$ cat src/rtl/mult_pkg.sv
// mult_pkg: shared widths and state encoding for the shift-and-add multiplier pipeline.
`default_nettype none
package mult_pkg;
  localparam int M_DEFAULT = 8;
  localparam int N_DEFAULT = 8;
  localparam int PW        = M_DEFAULT + N_DEFAULT;

  typedef enum logic [1:0] {
    IDLE = 2'd0,
    ACC  = 2'd1,
    DONE = 2'd2
  } state_t;
endpackage
`default_nettype wire

$ cat src/rtl/mult_product_accumulator_sat_adder.sv
// sat_adder: unsigned a + b clamped to all-ones of width AW, with a saturation flag.
`default_nettype none
module sat_adder #(
  parameter int AW = 20,
  parameter int BW = 16
) (
  input  logic [AW-1:0] a,
  input  logic [BW-1:0] b,
  output logic [AW-1:0] sum,
  output logic          sat
);
  logic [AW:0] wide;

  assign wide = {1'b0, a} + (AW+1)'(b);
  assign sat  = wide[AW];
  assign sum  = sat ? {AW{1'b1}} : wide[AW-1:0];
endmodule
`default_nettype wire

$ cat src/rtl/mult_product_accumulator.sv
// mult_product_accumulator: sums up to TERMS products per group with saturation and
// hands each group result downstream over a valid/ready handshake.
`default_nettype none
module mult_product_accumulator
  import mult_pkg::*;
#(
  parameter int m     = M_DEFAULT,
  parameter int n     = N_DEFAULT,
  parameter int TERMS = 4,
  parameter int ACCW  = 20
) (
  input  logic                       clk,
  input  logic                       rst,
  input  logic                       in_valid,
  output logic                       in_ready,
  input  logic [m+n-1:0]             in_prod,
  input  logic                       in_last,
  input  logic                       clear,
  output logic                       out_valid,
  input  logic                       out_ready,
  output logic [ACCW-1:0]            out_sum,
  output logic [$clog2(TERMS+1)-1:0] out_count,
  output logic                       out_ovf,
  output logic                       busy
);
  localparam int PWL = m + n;
  localparam int CW  = $clog2(TERMS+1);
  localparam logic [CW-1:0] TERMS_C = CW'(TERMS);

  state_t          state;
  logic [ACCW-1:0] acc;
  logic [CW-1:0]   cnt;
  logic            ovf;

  logic [ACCW-1:0] add_sum;
  logic            add_sat;
  logic            accept;
  logic [ACCW-1:0] first_val;
  logic [CW-1:0]   cnt_inc;
  logic            idle_close;
  logic            acc_close;
  logic            ovf_next;

  sat_adder #(.AW(ACCW), .BW(PWL)) u_sat_adder (
    .a   (acc),
    .b   (in_prod),
    .sum (add_sum),
    .sat (add_sat)
  );

  assign accept     = in_valid & in_ready;
  assign first_val  = ACCW'(in_prod);
  assign cnt_inc    = cnt + CW'(1);
  assign idle_close = in_last || (TERMS == 1);
  // A product that both carries in_last and fills the group closes it exactly once.
  assign acc_close  = (cnt_inc == TERMS_C) || in_last;
  assign ovf_next   = ovf | add_sat;
  assign busy       = (state != IDLE);

  always_ff @(posedge clk or negedge rst) begin
    if (!rst) begin
      state     <= IDLE;
      acc       <= '0;
      cnt       <= '0;
      ovf       <= 1'b0;
      in_ready  <= 1'b0;
      out_valid <= 1'b0;
      out_sum   <= '0;
      out_count <= '0;
      out_ovf   <= 1'b0;
    end else if (clear) begin
      state     <= IDLE;
      acc       <= '0;
      cnt       <= '0;
      ovf       <= 1'b0;
      in_ready  <= 1'b0;
      out_valid <= 1'b0;
      out_sum   <= '0;
      out_count <= '0;
      out_ovf   <= 1'b0;
    end else begin
      case (state)
        IDLE: begin
          in_ready <= 1'b1;
          if (accept) begin
            acc <= first_val;
            cnt <= CW'(1);
            ovf <= 1'b0;
            if (idle_close) begin
              state     <= DONE;
              in_ready  <= 1'b0;
              out_valid <= 1'b1;
              out_sum   <= first_val;
              out_count <= CW'(1);
              out_ovf   <= 1'b0;
            end else begin
              state <= ACC;
            end
          end
        end
        ACC: begin
          if (accept) begin
            acc <= add_sum;
            cnt <= cnt_inc;
            ovf <= ovf_next;
            if (acc_close) begin
              state     <= DONE;
              in_ready  <= 1'b0;
              out_valid <= 1'b1;
              out_sum   <= add_sum;
              out_count <= cnt_inc;
              out_ovf   <= ovf_next;
            end
          end
        end
        DONE: begin
          // The transfer cycle itself is the bubble; ready returns one cycle later.
          if (out_ready) begin
            state     <= IDLE;
            out_valid <= 1'b0;
            in_ready  <= 1'b1;
          end
        end
        default: state <= IDLE;
      endcase
    end
  end
endmodule
`default_nettype wire

$ cat config.mk
export PLATFORM = sky130hd
export DESIGN_NAME = mult_product_accumulator
export DESIGN_NICKNAME = d
export VERILOG_FILES = /design/src/rtl/mult_pkg.sv /design/src/rtl/mult_product_accumulator_sat_adder.sv /design/src/rtl/mult_product_accumulator.sv
export SDC_FILE = /design/constraint.sdc
export NUM_CORES = 1
export LEC_CHECK = 0
export CELL_PAD_IN_SITES_DETAIL_PLACEMENT = 2
export CELL_PAD_IN_SITES_GLOBAL_PLACEMENT = 2
export CORE_UTILIZATION = 36
export CTS_CLUSTER_DIAMETER = 120
export DETAILED_ROUTE_END_ITERATION = 7
export GPL_ROUTABILITY_DRIVEN = 0
export PLACE_DENSITY = 0.95
export SLEW_MARGIN = 30
export SYNTH_ARGS = -nofsm -noshare
export SYNTH_HDL_FRONTEND = slang
export SYNTH_SLANG_ARGS = --single-unit
export TNS_END_PERCENT = 10
$ cat constraint.sdc
create_clock -name clk -period 6.8 [get_ports clk]
set_clock_uncertainty 0.15 [all_clocks]
set_input_delay 1.02 -clock clk [delete_from_list [all_inputs] [get_ports clk]]
set_output_delay 1.02 -clock clk [all_outputs]
set_load 0.02 [all_outputs]
==> run_results.csv <==
group,metric,value,unit
routing,drt_iter0_drc,118,
sta,setup_viol,0,
sta,tightest_slew,1.03,ns
setup_path,r2r_start,"acc[0]",
sta,setup-tns-final,0,ns
routing,antenna_left,0,
cts,cts_buffers,5,
power_and_ir_drop,peakVddDrop,0.0865,mV
routing,drtPass1Iterations,4,
worst_hold_path,hp-start,"out_count[2]",
global_routing,grt_usage,25.3,%
setup_path,arrival,4.34,ns
setup_path,required,6.85,ns
synth,netlist_instances,407,
sta,hold_viol,0,
setup_path,crit_type,"input pin to register",
cts,cts_root_buf,"clkbuf_8",
setup_path,end_kind,"register",
synth,netlist_area,3510,um2
setup_path,r2r-end,"acc[4]",
cts,cts_tree,"built",
synth,ys_types,54,
global_routing,grt_pass1_vias,3932,
sta,period_minus_slack,4.29,ns
global_routing,grt_antenna_before_repair,0,
setup_path,r2r_cells,8,
layout,syn2layout_area_growth,18.4,%
cts,clkSinkCount,52,
layout,nets,483,
die,io_pins,49,
setup_path,cp_max_fo,20,
global_routing,grt_pass1_wl,20.2,mm
worst_hold_path,hp-class,"register to register",
cts,hold_buffers,0,
synth,syn-num-nets,451,
layout,final_util,44.5,%
global_routing,grt_max_degree,53,
worst_hold_path,min_delay_path_depth,2,
routing,wirelength,12.3,mm
layout,drive_above_1_share,5.47,%
status,status,"finished clean",
cts,cts_resized,0,
job,cap_viol_max_count,0,
cts,clk_pin_slew_worst_paths,0.10,ns
routing,vias_per_cell,6.11,
sta,slew_headroom,31.0,%
layout,layout_commonest_cell,"dfrtp_1",
die,die_w,101,um
die,core,9330,um2
synth,syn_area_per_cell,8.62,um2
die,die_area,10100,um2
routing,routedWlPerCell,21.6,um
synth,synth-seq-cells,52,
cts,worstSkewPairLatency,0.31,ns
cts,cts_setup_buffers,0,
sta,finalCritPeriodShare,63.1,%
power_and_ir_drop,p_per_area,272,nW/um2
die,start_util,37.6,%
layout,n_antenna_cell,0,
synth,yosysWarnings,0,
synth,yosysSeqAreaShare,37.1,%
worst_hold_path,min_to,"out_count[2]",
cts,htreeDepth,2,
die,fp-row-count,35,
synth,async_reset_ff_share,100,%
synth,synth-edff-count,0,
place,hpwl,8.92,mm
cts,clock_path_buffers,2,
sta,drv_slew,0,
sta,rsz0062_at_grt,"false",
layout,final_cell_mix,"dfrtp_1 (52), nand2_1 (49), clkdlybuf4s50_1 (47)",
setup_path,start_kind,"input pin",
layout,fillers,1033,
power_and_ir_drop,p_leak,1.76,nW
power_and_ir_drop,total_power,1.13,mW
routing,drc,0,
place,io_buffers,48,
synth,ys.flop_type,"dfrtp_1",
routing,vias,3473,
sta,fmaxAchievable,0.233,GHz
global_routing,globalRoute.totalOverflow,0,
die,die_h,101,um
setup_path,r2r_slack,3.36,ns
[how the worst max path moves through the flow]
stage                from  cells past startpoint  endpoint  slack (ns)
2_1_floorplan  in_prod[0]                      9    acc[3]        3.59
3_3_place_gp   in_prod[0]                      9    acc[3]        2.60
3_5_place_dp   in_prod[0]                      9    acc[4]        2.27
4_1_cts        in_prod[0]                      9    acc[4]        2.58
5_1_grt        in_prod[0]                      9    acc[4]        2.41
6_report       in_prod[0]                      9    acc[4]        2.51
[flip-flops by register name, summed over array words and instances, names as in the netlist]
signal,count
state,2
acc,20
in_ready,1
ovf,1
out_count,3
cnt,3
out_ovf,1
out_sum,20
out_valid,1
[metrics by stage]
stage	setup slack, ns	cell area (um2)	cells	hold slack, ns
after floorplan	3.59	3510	407	0.327
after global placement	2.60	4070	561	0.308
after detailed placement	2.27	4070	561	0.315
after CTS	2.58	4150	568	0.338
after global routing	2.41	4150	568	0.364
final	2.51	4150	568	0.329
[per-layer routing]
metal	part of all wire [%]	vias up	GRT usage, %
met1	43	1787	29.6
met2	52	75	47.1
met5	0	-	0
met4	2.5	0	9.25
li1	-	1585	-
met3	2.6	26	3.40
[report_power, final]
| part | leakage (nW) | total (mW) | switching, mW | internal (mW) |
|---|---|---|---|---|
| clock network | 0.0400 | 0.180 | 0.110 | 0.0702 |
| logic | 1.02 | 0.555 | 0.341 | 0.214 |
| registers | 0.697 | 0.393 | 0.0347 | 0.358 |
| total | 1.76 | 1.13 | 0.486 | 0.643 |
[synth_stat cells, types with 3 or more instances]
cell	count	area share [%]
a211oi_1	11	2.4
a21o_1	11	2.4
a21oi_1	30	4.3
a31oi_1	8	1.4
buf_2	7	1.0
clkbuf_1	21	2.2
dfrtp_1	52	37
ha_1	21	7.5
inv_1	12	1.3
nand2_1	49	5.2
nand3_1	15	2.1
nand4_1	10	1.8
nor2_1	22	2.4
nor2b_1	3	0.54
nor3_1	13	1.9
nor3b_1	4	0.86
nor4_1	5	0.89
o211ai_1	6	1.3
o21a_1	6	1.3
o21ai_0	30	4.3
o31ai_1	14	3.0
o41ai_2	3	1.4
xnor2_1	6	1.5
xor2_1	7	1.7
[logic make-up after synthesis]
group	count (synthesis)	share of synthesized area, %
AO/OA/AOI/OAI	148	29.0
AND/OR/NAND/NOR	129	17.3
flip-flops	52	37.1
buffers and inverters	41	4.74
adder cells (fa/ha/maj)	22	8.06
XOR/XNOR	13	3.25
multiplexers	2	0.571
[area by class of cell]
class / count / area [um2] / share of cell area [%]
Multi-Input combinational cell: 314 / 2040 / 49.2
Timing Repair Buffer: 54 / 520 / 12.5
Clock buffer: 5 / 68.8 / 1.66
Tap cell: 129 / 161 / 3.89
Sequential cell: 52 / 1300 / 31.3
Clock inverter: 2 / 12.5 / 0.301
Inverter: 12 / 45.0 / 1.08
[worst max-delay path, cell delays in order]
cell,delay (ns)
clkdlybuf4s50_1,0.52
ha_1,0.24
fa_1,0.26
a211oi_1,0.12
o21a_1,0.25
a211o_1,0.34
a21oi_2,0.79
nor2_1,0.42
a311oi_1,0.38
Power figures use the tool's default switching activity.
